## src/rtl/layer_sequencer.sv

```systemverilog
// -----------------------------------------------------------------------------
// layer_sequencer
//
// Top-level scheduler for the PE-array inference flow. It walks the weight
// index, the input row and the layer. It also issues load requests to the
// dataload unit and drives the PE array control strobes. When the final layer
// has rounded, it presents the inference result through a valid/ready
// handshake.
//
// All outputs are Moore decodes of the registered state plus the registered
// counters. There is no combinational path from any input to any output.
//
// Ports:
//   clk                    single clock, rising edge
//   rst                    asynchronous active-high reset
//   start_i                begin an inference (sampled only in IDLE)
//   abort_i                synchronous abort, returns to IDLE from any state
//   weight_req_o           request weight load from dataload
//   weight_valid_i         weight load complete
//   input_req_o            request next input row (layer 0 only)
//   input_valid_i          input row loaded
//   array_keep_o           PE array holds accumulators
//   array_rounder_en_o     PE array rounder enable
//   array_rounder_valid_i  rounder finished
//   array_input_type_o     0 = external input, 1 = feedback
//   weight_number_o        current weight index
//   input_load_number_o    current input row
//   layer_number_o         current layer
//   busy_o                 high in every state except IDLE
//   result_valid_o         inference result available
//   result_ready_i         consumer accepts result
// -----------------------------------------------------------------------------
module layer_sequencer #(
  parameter int N_WEIGHT = 8,
  parameter int N_ROW    = 16,
  parameter int N_LAYER  = 8,
  localparam int WW = (N_WEIGHT > 1) ? $clog2(N_WEIGHT) : 1,
  localparam int RW = (N_ROW    > 1) ? $clog2(N_ROW)    : 1,
  localparam int LW = (N_LAYER  > 1) ? $clog2(N_LAYER)  : 1
) (
  input  logic          clk,
  input  logic          rst,
  input  logic          start_i,
  input  logic          abort_i,
  output logic          weight_req_o,
  input  logic          weight_valid_i,
  output logic          input_req_o,
  input  logic          input_valid_i,
  output logic          array_keep_o,
  output logic          array_rounder_en_o,
  input  logic          array_rounder_valid_i,
  output logic          array_input_type_o,
  output logic [WW-1:0] weight_number_o,
  output logic [RW-1:0] input_load_number_o,
  output logic [LW-1:0] layer_number_o,
  output logic          busy_o,
  output logic          result_valid_o,
  input  logic          result_ready_i
);

  localparam logic [WW-1:0] W_LAST = WW'(N_WEIGHT - 1);
  localparam logic [RW-1:0] R_LAST = RW'(N_ROW - 1);
  localparam logic [LW-1:0] L_LAST = LW'(N_LAYER - 1);

  typedef enum logic [2:0] {
    IDLE    = 3'd0,
    LOAD_W  = 3'd1,
    LOAD_IN = 3'd2,
    COMPUTE = 3'd3,
    ROUND   = 3'd4,
    DONE    = 3'd5
  } state_t;

  state_t        state_reg,  state_next;
  logic [WW-1:0] weight_reg, weight_next;
  logic [RW-1:0] row_reg,    row_next;
  logic [LW-1:0] layer_reg,  layer_next;

  // State and counter registers
  always_ff @(posedge clk or posedge rst) begin
    if (rst) begin
      state_reg  <= IDLE;
      weight_reg <= '0;
      row_reg    <= '0;
      layer_reg  <= '0;
    end else begin
      state_reg  <= state_next;
      weight_reg <= weight_next;
      row_reg    <= row_next;
      layer_reg  <= layer_next;
    end
  end

  // Next-state, counter update and Moore output decode
  always_comb begin
    state_next         = state_reg;
    weight_next        = weight_reg;
    row_next           = row_reg;
    layer_next         = layer_reg;
    weight_req_o       = 1'b0;
    input_req_o        = 1'b0;
    array_keep_o       = 1'b0;
    array_rounder_en_o = 1'b0;
    array_input_type_o = 1'b0;
    busy_o             = 1'b1;
    result_valid_o     = 1'b0;

    case (state_reg)
      IDLE: begin
        busy_o = 1'b0;
        if (start_i) state_next = LOAD_W;
      end

      LOAD_W: begin
        weight_req_o       = 1'b1;
        array_input_type_o = (layer_reg != '0);
        if (weight_valid_i) state_next = (layer_reg == '0) ? LOAD_IN : COMPUTE;
      end

      LOAD_IN: begin
        input_req_o        = 1'b1;
        array_keep_o       = 1'b1;
        array_input_type_o = (layer_reg != '0);
        if (input_valid_i) state_next = COMPUTE;
      end

      COMPUTE: begin
        array_input_type_o = (layer_reg != '0);
        if (weight_reg == W_LAST) begin
          weight_next = '0;
          if (row_reg == R_LAST) begin
            row_next   = '0;
            state_next = ROUND;
          end else begin
            row_next = row_reg + 1'b1;
            // Only layer 0 fetches external rows. Later layers consume the
            // fed-back data back-to-back.
            state_next = (layer_reg == '0) ? LOAD_IN : COMPUTE;
          end
        end else begin
          weight_next = weight_reg + 1'b1;
        end
      end

      ROUND: begin
        array_rounder_en_o = 1'b1;
        array_input_type_o = (layer_reg != '0);
        if (array_rounder_valid_i) begin
          if (layer_reg == L_LAST) begin
            state_next = DONE;
          end else begin
            layer_next = layer_reg + 1'b1;
            state_next = LOAD_W;
          end
        end
      end

      DONE: begin
        result_valid_o = 1'b1;
        if (result_ready_i) begin
          state_next  = IDLE;
          weight_next = '0;
          row_next    = '0;
          layer_next  = '0;
        end
      end

      default: begin
        state_next  = IDLE;
        weight_next = '0;
        row_next    = '0;
        layer_next  = '0;
      end
    endcase

    // Abort overrides every transition, including a start request in IDLE.
    if (abort_i) begin
      state_next  = IDLE;
      weight_next = '0;
      row_next    = '0;
      layer_next  = '0;
    end
  end

  assign weight_number_o     = weight_reg;
  assign input_load_number_o = row_reg;
  assign layer_number_o      = layer_reg;

endmodule

```

## config.mk

```make
export PLATFORM = sky130hd
export DESIGN_NAME = layer_sequencer
export DESIGN_NICKNAME = d
export VERILOG_FILES = /design/src/rtl/layer_sequencer.sv
export SDC_FILE = /design/constraint.sdc
export NUM_CORES = 1
export LEC_CHECK = 0
export CORE_MARGIN = 2
export CORE_UTILIZATION = 47
export DETAILED_ROUTE_END_ITERATION = 8
export PLACE_DENSITY = 0.82
export SYNTH_ARGS = -nofsm -noshare
export SYNTH_HDL_FRONTEND = slang
export SYNTH_SLANG_ARGS = --single-unit
```

## constraint.sdc

```tcl
create_clock -name clk -period 2 [get_ports clk]
set_input_delay 0.4 -clock clk [delete_from_list [all_inputs] [get_ports clk]]
set_output_delay 0.4 -clock clk [all_outputs]
set_load 0.01 [all_outputs]
```

# --- Word level (Yosys, flattened, before mapping) ---
# Index checks and enable logic that the tools add are counted.
word_totals:
  reg_bits: 13
  latchBits: 0
  ramBits: 0
  romBits: 0
  in_bits: 8
  output_inout_bits: 17
  elab_cells: 63
  memories: 0
op_classes:
  addsub: 3
  multipliers: 0
  div_mod_pow: 0
  magnitude_cmp: 0
  n_eq_ne: 17
  shift: 0
  mux: 29
  n_bitwise: 0
  n_reduce_logical: 10
ops:
  columns: ["op", "n"]
  rows:
  - ["2-to-1 mux 3 bit", 14]
  - ["inequality test 3 bit, second input constant", 7]
  - ["one-hot mux 3 bit (3 select lines)", 2]
  - ["one-hot mux 3 bit (6 select lines)", 1]
  - ["2-to-1 mux 4 bit", 4]
  - ["equality test 3 bit, second input constant", 4]
  - ["one-hot mux 4 bit (3 select lines)", 1]
  - ["OR reduction 4 bit", 3]
  - ["2-to-1 mux 1 bit", 7]
  - ["adder 3 x 1 -> 3 bit, second input constant", 2]
  - ["equality test 3 x 2 -> 1 bit, second input constant", 2]
  - ["logical NOT 3 bit", 2]
  - ["AND reduction 6 bit", 1]
  - ["adder 4 x 1 -> 4 bit, second input constant", 1]
  - ["equality test 4 bit, second input constant", 1]
  - ["inequality test 2 x 1 -> 1 bit, second input constant", 2]
  - ["AND reduction 4 bit", 1]
  - ["equality test 3 x 1 -> 1 bit, second input constant", 1]
  - ["AND reduction 3 bit", 1]
  - ["nonzero test 3 bit", 1]
  - ["AND reduction 2 bit", 1]

# --- Longest topological paths before layout ---
# Gate-level depths: netlist (run 1).
depth:
  word_depth: 6
  depth_mapped: 7
  mapped_depth_nobuf: 6

# --- Worst setup path before layout (run 1) ---
# OpenSTA, ideal clock, no wires.
synth_path:
  path_kind: "reg-to-reg"
  start: "register weight_reg[0] (netlist: weight_number_o[0])"
  end: "register state_reg[0]"
  setup_time_ps: 125
  arrival_time_ps: 1567
  path_slack_ps: 308
  path_stages_with_launch: 8
  n_path_buf: 1
  period_less_slack_ps: 1692
  path_cell_list: "dfrtp_1 > ha_1 > ha_1 > buf_4 > mux2i_1 > a32oi_1 > nand2_1 > mux2_2"
synth_via:
  elab_chain_cells: 3
synth_rtl:
  columns: ["element", "line_no", "source"]
  rows:
  - ["start, declared", "75", "logic [WW-1:0] weight_reg, weight_next;"]
  - ["start signal, assigned", "88", "weight_reg <= weight_next;"]
  - ["equality test 3 bit", "129", "if (weight_reg == W_LAST) begin"]
  - ["inequality test 3 bit (no source line)", null, null]
  - ["AND reduction 6 bit (no source line)", null, null]
  - ["end signal, assigned", "87", "state_reg <= state_next;"]
  - ["end, declared", "74", "state_t state_reg, state_next;"]
# Every way passes these cells.
# A chain may end at the register's enable or synchronous reset.

# --- Worst setup path after layout (run 1) ---
layout_path:
  start: "register state_reg[0]"
  end: "output array_input_type_o"
layout_via:
  elab_chain_cells: 3
layout_rtl:
  columns: ["element", "line_no", "source"]
  rows:
  - ["equality test 3 bit (tied with other cells)", "108", "case (state_reg)"]
  - ["OR reduction 4 bit (no source line) (*)", null, null]
  - ["2-to-1 mux 1 bit (*)", null, null]
  - ["end, declared", "52", "output logic array_input_type_o,"]
# Mark *: on every way between the ends. The rest lies on a longest branch, timed or not.

==> report_table.html, run 1 <==
<table>
<tr><th>Metric</th><th>Value</th></tr>
<tr><th colspan="2">Run status</th></tr>
<tr><td>Run status</td><td>completed</td></tr>
<tr><th colspan="2">Run</th></tr>
<tr><td>Max-cap violations</td><td>0</td></tr>
<tr><th colspan="2">Critical path</th></tr>
<tr><td>Critical Path, Cell by Cell</td><td>or3_4, and3_1, dlygate4sd2_1</td></tr>
<tr><td>Element type at the critical path end</td><td>output port</td></tr>
<tr><td>Critical path data arrival time</td><td>1.53 ns</td></tr>
<tr><td>Maximum net fanout on the critical path</td><td>7</td></tr>
<tr><td>Critical path startpoint category</td><td>flip-flop</td></tr>
<tr><td>Worst path top cell family by delay</td><td>simple AND/OR/NAND/NOR gates</td></tr>
<tr><td>Required time reported for the critical path endpoint</td><td>1.60 ns</td></tr>
<tr><td>Max stage delay cell, worst path</td><td>sky130_fd_sc_hd__dfrtp_2</td></tr>
<tr><td>Longest individual stage delay on the worst path</td><td>0.46 ns</td></tr>
<tr><td>Buf+Inv Stages, Crit Path</td><td>1</td></tr>
<tr><td>Crit Path Category</td><td>flip-flop to output port</td></tr>
<tr><th colspan="2">Final layout</th></tr>
<tr><td>Fraction of layout cells with a size suffix above 1</td><td>~16%</td></tr>
<tr><td>Layout overhead on the synthesized area</td><td>31.8%</td></tr>
<tr><td>Layout net count</td><td>between 100 and 150</td></tr>
<tr><td>Diode insertion count for antenna repair</td><td>0</td></tr>
<tr><td>Largest register FFs</td><td>4</td></tr>
<tr><td>Fill count</td><td>166</td></tr>
<tr><td>Post-layout instance count excluding filler cells</td><td>between 100 and 150</td></tr>
<tr><td>Fraction of the core area covered by cells at the end of the flow</td><td>between 60% and 70%</td></tr>
<tr><td>Finished layout cell area</td><td>between 1000 and 1500 um^2</td></tr>
<tr><th colspan="2">Drt</th></tr>
<tr><td>First DRT Iteration DRCs</td><td>22</td></tr>
<tr><td>Vias per Instance</td><td>5.41</td></tr>
<tr><td>Wire length per cell after detailed routing</td><td>13.7 um</td></tr>
<tr><td>Total via count after detailed routing</td><td>801</td></tr>
<tr><td>Router iterations before antenna repair</td><td>4</td></tr>
<tr><td>Antenna-violating nets left</td><td>0</td></tr>
<tr><td>Number of remaining DRC errors</td><td>0</td></tr>
<tr><td>Final routed wirelength across all metal layers</td><td>2030 um</td></tr>
<tr><th colspan="2">Yosys</th></tr>
<tr><td>Synthesized netlist cell count</td><td>between 90 and 100</td></tr>
<tr><td>Most common cell in the synthesized netlist</td><td>sky130_fd_sc_hd__dfrtp_1</td></tr>
<tr><td>Top cell type by total area after synthesis</td><td>sky130_fd_sc_hd__dfrtp_1</td></tr>
<tr><td>Share of synthesized registers carrying an async set or reset</td><td>100%</td></tr>
<tr><td>Count of yosys warnings during synthesis</td><td>0</td></tr>
<tr><td>Distinct cells, synth</td><td>37</td></tr>
<tr><td>Post-Syn Nets</td><td>between 100 and 150</td></tr>
<tr><td>Commonest register cell after synthesis</td><td>sky130_fd_sc_hd__dfrtp_1</td></tr>
<tr><td>Count of flip-flops with a built-in enable after synthesis</td><td>0</td></tr>
<tr><td>Number of synthesized register bits</td><td>13</td></tr>
<tr><td>Sequential area share after synthesis</td><td>a little over a third</td></tr>
<tr><td>Post-synthesis cell area</td><td>~930 um^2</td></tr>
<tr><td>Mapped Avg Cell Area</td><td>a little under 10 um^2</td></tr>
<tr><td>Largest cells by area after synthesis</td><td>sky130_fd_sc_hd__dfrtp_1 35%, sky130_fd_sc_hd__ha_1 8.1%, sky130_fd_sc_hd__mux2i_1 6.5%</td></tr>
<tr><td>Most common library cells after synthesis</td><td>13 x sky130_fd_sc_hd__dfrtp_1, 9 x sky130_fd_sc_hd__nand2_1, 7 x sky130_fd_sc_hd__buf_4</td></tr>
<tr><td>Share of the synthesized area in the top cell type</td><td>35.0%</td></tr>
<tr><th colspan="2">Clocking</th></tr>
<tr><td>CTS clock-pin slew for the worst setup and hold paths</td><td>0.09 ns</td></tr>
<tr><td>Clock Latency Late Sink</td><td>roughly 0.28 ns</td></tr>
<tr><td>Root cell of the clock tree</td><td>sky130_fd_sc_hd__clkbuf_4</td></tr>
<tr><td>Number of buffers added by the clock tree synthesis step</td><td>3</td></tr>
<tr><td>Number of buffers on the longest clock path</td><td>2</td></tr>
<tr><td>Sinks on Clock Net</td><td>13</td></tr>
<tr><td>Clock tree from TritonCTS</td><td>done</td></tr>
<tr><td>Max H-tree Level</td><td>1</td></tr>
<tr><th colspan="2">Power</th></tr>
<tr><td>Total power divided by cell area</td><td>603 nW/um^2</td></tr>
<tr><td>Peak supply drop</td><td>0.373 mV</td></tr>
<tr><td>Static leakage</td><td>0.598 nW</td></tr>
<tr><th colspan="2">STA</th></tr>
<tr><td>Achievable Freq</td><td>0.518 GHz</td></tr>
<tr><td>RSZ-0062 raised after global routing</td><td>false</td></tr>
<tr><td>Final-report max-slew violation count</td><td>0</td></tr>
<tr><td>Shortest clock period the worst path allows after layout</td><td>1.93 ns</td></tr>
<tr><td>Share of the clock period used by the worst path after layout</td><td>between 90 and 100%</td></tr>
<tr><td>Hold slack</td><td>0.438 ns</td></tr>
<tr><td>Headroom to the max-slew limit</td><td>66.9%</td></tr>
<tr><td>Count of final hold-check violations</td><td>0</td></tr>
<tr><td>Slew at the pin closest to its max-slew limit</td><td>0.496 ns</td></tr>
<tr><td>Post-Route Setup TNS</td><td>0 ns</td></tr>
<tr><td>Clock Skews</td><td>0.00702 ns</td></tr>
<tr><td>Setup-failing EPs final</td><td>0</td></tr>
<tr><th colspan="2">Placed design</th></tr>
<tr><td>Count of port buffers added during placement</td><td>24</td></tr>
<tr><td>Placement-stage cell area</td><td>1190 um^2</td></tr>
<tr><td>Detail Placement HPWL</td><td>1490 um</td></tr>
<tr><td>DP Cell Count</td><td>approximately 140</td></tr>
<tr><td>Placer's final routability congestion estimate</td><td>approximately 0.73</td></tr>
<tr><th colspan="2">Floorplanning</th></tr>
<tr><td>Total I/O pin count</td><td>25</td></tr>
<tr><td>Core Area</td><td>1900 um^2</td></tr>
<tr><td>Die outline width</td><td>around 48 um</td></tr>
<tr><td>Initial core utilization</td><td>48.8%</td></tr>
<tr><td>Area of the die</td><td>~2300 um^2</td></tr>
<tr><td>Die H</td><td>48.4 um</td></tr>
<tr><td>Placement Rows</td><td>16</td></tr>
<tr><th colspan="2">GRT</th></tr>
<tr><td>GRT Overall Usage</td><td>roughly a fifth</td></tr>
<tr><td>Antenna violations before repair</td><td>0</td></tr>
<tr><td>Number of global-route vias before repair</td><td>818</td></tr>
<tr><td>First-pass GRT wire length</td><td>3750 um</td></tr>
<tr><td>Largest net degree at the start of global routing</td><td>14</td></tr>
<tr><td>Leftover overflow at the end of global routing</td><td>0</td></tr>
<tr><th colspan="2">Hold path</th></tr>
<tr><td>HP Class</td><td>input port to async pin</td></tr>
</table>
==> per-stage QoR <==
step           setup WS (ns)  power [mW]
6_report              0.0686       0.738
5_1_grt               0.0118       0.781
2_1_floorplan          0.308       0.493
4_1_cts              0.00525       0.739
3_5_place_dp          0.0449       0.575
3_3_place_gp          0.0943       0.567
==> placed cells by master, fill, tap and decap left out, types with 2 or more instances in the layout <==
master / n
sky130_fd_sc_hd__a21boi_0: 2
sky130_fd_sc_hd__and3_1: 2
sky130_fd_sc_hd__nor2_1: 3
sky130_fd_sc_hd__nand2b_1: 3
sky130_fd_sc_hd__nand2_1: 9
sky130_fd_sc_hd__clkdlybuf4s50_1: 18
sky130_fd_sc_hd__dfrtp_1: 12
sky130_fd_sc_hd__buf_4: 8
sky130_fd_sc_hd__dlygate4sd2_1: 5
sky130_fd_sc_hd__mux2i_1: 6
sky130_fd_sc_hd__ha_1: 6
sky130_fd_sc_hd__a22o_1: 3
sky130_fd_sc_hd__inv_1: 4
sky130_fd_sc_hd__clkbuf_4: 3
sky130_fd_sc_hd__o21ai_0: 6
sky130_fd_sc_hd__o21a_1: 2
sky130_fd_sc_hd__nor3b_1: 2
sky130_fd_sc_hd__and2_1: 2
sky130_fd_sc_hd__nand3_1: 3
==> cell type report <==
class,count,area [um^2],area share [%]
sequential,13,327,26.7
multi-input combinational,68,524,42.8
inverter,4,15.0,1.23
clock buffer,3,22.5,1.84
clock inverter,1,5.00,0.409
timing repair buffer,32,297,24.2
tap,27,33.8,2.76
==> per-layer routing <==
metal / track usage (%) / part of all wire [%] / routed length (um)
met1: 24.8 / 46 / 933
met3: 2.47 / 3.2 / 65
met2: 35.4 / 50 / 1030
met5: 0 / 0 / 0
met4: 5.71 / 0.44 / 9
==> kinds of logic (layout without fill, tap and decap cells) <==
kind of cell	after synthesis	count (layout)	share of synthesized area (%)
mux	7	7	7.68
flops	13	13	35.0
simple gates	30	30	18.6
compound gates	25	25	21.6
buf+inv	13	40	9.03
fa+ha+maj	6	6	8.09
==> timing repair <==
action / in CTS / in global routing
hold buffers: 0 / 0
setup buffers: 1 / 0
cloned: 0 / 0
setup endpoints to repair: 6 / 2
gates resized for setup: 6 / 2
==> worst paths after layout <==
path | depth (start not counted) | start | endpoint | slack (ns)
hold reg to reg | 1 | input_load_number_o[3] | input_load_number_o[3] | 0.51
setup reg to reg | 5 | state_reg[2] | input_load_number_o[0] | 0.34
setup / recovery | 3 | state_reg[0] | array_input_type_o | 0.07
hold / removal | 2 | rst | weight_number_o[0] | 0.44
max in group asynchronous | 2 | rst | state_reg[0] | 1.20
min in group clk | 1 | input_load_number_o[3] | input_load_number_o[3] | 0.51
==> worst register-to-register path: cells and delay by family, from the launching register on <==
| kind | cells | cell delay (ns) |
|---|---|---|
| compound gates | 2 | 0.20 |
| buf+inv | 1 | 0.21 |
| flops | 1 | 0.45 |
| simple gates | 2 | 0.70 |
==> where the power goes <==
| part | switching, mW | internal, mW |
|---|---|---|
| Clock | 0.0921 | 0.0741 |
| Sequential | 0.0233 | 0.279 |
| Combinational | 0.129 | 0.140 |
| Total | 0.244 | 0.494 |
No activity file was read; power rests on OpenSTA's default activity.
==> inputs of run 2 (changes only) <==
--- a/config.mk
+++ b/config.mk
@@ -9,6 +9,7 @@
 export CORE_UTILIZATION = 47
 export DETAILED_ROUTE_END_ITERATION = 8
 export PLACE_DENSITY = 0.82
+export SKIP_CTS_REPAIR_TIMING = 1
 export SYNTH_ARGS = -nofsm -noshare
 export SYNTH_HDL_FRONTEND = slang
 export SYNTH_SLANG_ARGS = --single-unit
==> report_table.html, run 2 (synthesized netlist as in run 1, its figures left out) <==
<table>
<tr><th>Metric</th><th>Value</th></tr>
<tr><th colspan="2">Run status</th></tr>
<tr><td>Run status</td><td>completed</td></tr>
<tr><th colspan="2">GRT</th></tr>
<tr><td>Met1 layer usage reported by global route</td><td>23.8%</td></tr>
<tr><td>Antenna violations before repair</td><td>0</td></tr>
<tr><td>Global-route track usage on met2</td><td>35.2%</td></tr>
<tr><td>First-pass GRT wire length</td><td>about 3700 um</td></tr>
<tr><td>Leftover overflow at the end of global routing</td><td>0</td></tr>
<tr><td>Largest net degree at the start of global routing</td><td>14</td></tr>
<tr><td>GRT Overall Usage</td><td>19.3%</td></tr>
<tr><td>Number of global-route vias before repair</td><td>slightly above 800</td></tr>
<tr><td>Busiest grt layer</td><td>met2</td></tr>
<tr><td>Global routing usage on met3</td><td>approximately 2.5%</td></tr>
<tr><th colspan="2">Critical path</th></tr>
<tr><td>Destination of the worst register-to-register timing path</td><td>input_load_number_o[0]</td></tr>
<tr><td>Reg2Reg Depth</td><td>5</td></tr>
<tr><td>Depth of the critical timing path with buffers and inverters included</td><td>2</td></tr>
<tr><td>Required time reported for the critical path endpoint</td><td>1.60 ns</td></tr>
<tr><td>Crit Path Category</td><td>flip-flop to output port</td></tr>
<tr><td>Critical path startpoint category</td><td>flip-flop</td></tr>
<tr><td>Worst path top cell family by delay</td><td>buffers and inverters</td></tr>
<tr><td>End point of the critical path</td><td>weight_req_o</td></tr>
<tr><td>Start of the worst register-to-register path</td><td>state_reg[2]</td></tr>
<tr><td>Buf+Inv Stages, Crit Path</td><td>1</td></tr>
<tr><td>Max stage delay cell, worst path</td><td>sky130_fd_sc_hd__clkdlybuf4s50_1</td></tr>
<tr><td>Worst setup slack for register-to-register paths</td><td>0.31 ns</td></tr>
<tr><td>Critical path data arrival time</td><td>about 1.5 ns</td></tr>
<tr><td>Worst setup path start</td><td>state_reg[2]</td></tr>
<tr><td>Longest individual stage delay on the worst path</td><td>approximately 0.56 ns</td></tr>
<tr><td>Element type at the critical path end</td><td>output port</td></tr>
<tr><td>Maximum net fanout on the critical path</td><td>6</td></tr>
<tr><td>Critical Path, Cell by Cell</td><td>nor3b_1, clkdlybuf4s50_1</td></tr>
<tr><th colspan="2">Floorplanning</th></tr>
<tr><td>Total I/O pin count</td><td>25</td></tr>
<tr><td>Die outline width</td><td>about 48 um</td></tr>
<tr><td>Die H</td><td>a little under 50 um</td></tr>
<tr><td>Area of the die</td><td>2350 um^2</td></tr>
<tr><td>Initial core utilization</td><td>~49%</td></tr>
<tr><td>Core Area</td><td>between 1500 and 2000 um^2</td></tr>
<tr><td>Placement Rows</td><td>16</td></tr>
<tr><th colspan="2">Power</th></tr>
<tr><td>Switching share of total power</td><td>32.8%</td></tr>
<tr><td>Peak supply drop</td><td>0.369 mV</td></tr>
<tr><td>Internal power</td><td>roughly 500 uW</td></tr>
<tr><td>Flop pwr share</td><td>40.3%</td></tr>
<tr><td>Total power divided by cell area</td><td>598 nW/um^2</td></tr>
<tr><td>Gate power share</td><td>37.6%</td></tr>
<tr><td>Clock network power share</td><td>roughly 22%</td></tr>
<tr><td>Static leakage</td><td>between 0.6 and 0.7 nW</td></tr>
<tr><td>Total net switching power</td><td>246 uW</td></tr>
<tr><th colspan="2">Clocking</th></tr>
<tr><td>Clock tree from TritonCTS</td><td>done</td></tr>
<tr><td>Clock Latency Late Sink</td><td>0.28 ns</td></tr>
<tr><td>Max H-tree Level</td><td>1</td></tr>
<tr><td>Sinks on Clock Net</td><td>13</td></tr>
<tr><td>CTS clock-pin slew for the worst setup and hold paths</td><td>0.09 ns</td></tr>
<tr><td>Root cell of the clock tree</td><td>sky130_fd_sc_hd__clkbuf_4</td></tr>
<tr><td>Number of buffers added by the clock tree synthesis step</td><td>3</td></tr>
<tr><td>Number of buffers on the longest clock path</td><td>2</td></tr>
<tr><th colspan="2">Drt</th></tr>
<tr><td>Antenna-violating nets left</td><td>0</td></tr>
<tr><td>Final routed wirelength across all metal layers</td><td>2060 um</td></tr>
<tr><td>Wire length per cell after detailed routing</td><td>13.8 um</td></tr>
<tr><td>Router iterations before antenna repair</td><td>4</td></tr>
<tr><td>Vias per Instance</td><td>5.40</td></tr>
<tr><td>Total via count after detailed routing</td><td>804</td></tr>
<tr><td>First DRT Iteration DRCs</td><td>12</td></tr>
<tr><td>Number of remaining DRC errors</td><td>0</td></tr>
<tr><th colspan="2">Placed design</th></tr>
<tr><td>Count of port buffers added during placement</td><td>24</td></tr>
<tr><td>Detail Placement HPWL</td><td>between 1000 and 1500 um</td></tr>
<tr><td>Placer's final routability congestion estimate</td><td>between 0.7 and 0.8</td></tr>
<tr><th colspan="2">Final layout</th></tr>
<tr><td>Most common cell after layout, fill and taps aside</td><td>sky130_fd_sc_hd__clkdlybuf4s50_1</td></tr>
<tr><td>Layout overhead on the synthesized area</td><td>35.0%</td></tr>
<tr><td>Most used cells in the layout excluding fill and tap cells</td><td>18 x sky130_fd_sc_hd__clkdlybuf4s50_1, 12 x sky130_fd_sc_hd__dfrtp_1, 9 x sky130_fd_sc_hd__nand2_1</td></tr>
<tr><td>FF/Latch Area</td><td>327 um^2</td></tr>
<tr><td>Layout net count</td><td>137</td></tr>
<tr><td>Largest register FFs</td><td>4</td></tr>
<tr><td>Fill count</td><td>162</td></tr>
<tr><td>Footprint of the multi-input gates</td><td>524 um^2</td></tr>
<tr><td>Diode insertion count for antenna repair</td><td>0</td></tr>
<tr><td>Fraction of layout cells with a size suffix above 1</td><td>16.4%</td></tr>
<tr><th colspan="2">STA</th></tr>
<tr><td>Setup-failing EPs final</td><td>0</td></tr>
<tr><td>Shortest clock period the worst path allows after layout</td><td>1.89 ns</td></tr>
<tr><td>Headroom to the max-slew limit</td><td>around 67%</td></tr>
<tr><td>Hold slack</td><td>0.437 ns</td></tr>
<tr><td>Slew at the pin closest to its max-slew limit</td><td>between 0.4 and 0.5 ns</td></tr>
<tr><td>Count of final hold-check violations</td><td>0</td></tr>
<tr><td>Share of the clock period used by the worst path after layout</td><td>94.7%</td></tr>
<tr><td>Clock Skews</td><td>0.00860 ns</td></tr>
<tr><td>Post-Route Setup TNS</td><td>0 ns</td></tr>
<tr><td>Achievable Freq</td><td>roughly 0.53 GHz</td></tr>
<tr><td>RSZ-0062 raised after global routing</td><td>false</td></tr>
<tr><td>Final-report max-slew violation count</td><td>0</td></tr>
<tr><th colspan="2">Run</th></tr>
<tr><td>Max-cap violations</td><td>0</td></tr>
<tr><th colspan="2">Hold path</th></tr>
<tr><td>HP Class</td><td>input port to async pin</td></tr>
</table>
==> run 2: changes by cell type in the layout (fill, tap and decap cells not counted) <==
cell	change
sky130_fd_sc_hd__or3_4	-1
sky130_fd_sc_hd__nor3b_1	-1
sky130_fd_sc_hd__nor3b_2	+1
sky130_fd_sc_hd__or3_1	+1
sky130_fd_sc_hd__dlymetal6s2s_1	+5
sky130_fd_sc_hd__dlygate4sd2_1	-5
sky130_fd_sc_hd__buf_6	+1
==> run 2: per-layer routing <==
metal | share of wire [%] | vias to the layer above
met5 | 0 | -
met4 | 0.44 | 0
met3 | 2.4 | 2
met2 | 50 | 15
met1 | 47 | 389
li1 | - | 398
==> run 2: how the worst min path moves through the flow <==
stage	start	to	slack, ns	cells after the start
final	rst	weight_number_o[0]	0.44	2
after global routing	rst	weight_number_o[0]	0.48	2
after detailed placement	input_load_number_o[3]	input_load_number_o[3]	0.49	1
after CTS	rst	weight_number_o[0]	0.45	2
after floorplan	rst	input_load_number_o[0]	0.28	1
after global placement	input_load_number_o[3]	input_load_number_o[3]	0.48	1
==> run 2: layout make-up <==
type / count / share of cell area [%]
well taps: 27 / 2.69
clock inverters: 1 / 0.399
repair buffers: 33 / 26.0
flip-flops and latches: 13 / 26.0
inverters: 4 / 1.20
multi-input cells: 68 / 41.8
clock buffers: 3 / 1.80
==> run 2: power by group through the flow <==
stage / logic [mW] / clock network (mW) / registers [mW]
global placement: 0.266 / 0 / 0.301
finish: 0.282 / 0.166 / 0.302
global route: 0.304 / 0.183 / 0.307
detailed placement: 0.271 / 0 / 0.304
floorplan: 0.196 / 0 / 0.297
CTS: 0.273 / 0.173 / 0.299
==> run 2: per-stage QoR <==
stage               total power, mW  instance area, um^2  util, %  cells  setup slack (ns)
finish                        0.749                 1250     65.9    149             0.106
floorplan                     0.493                  928        -     94             0.308
CTS                           0.744                 1210     63.8    147            -0.146
global route                  0.794                 1250     65.9    149            0.0327
detailed placement            0.575                 1190     62.4    143            0.0449
global placement              0.567                 1190     62.4    143            0.0943
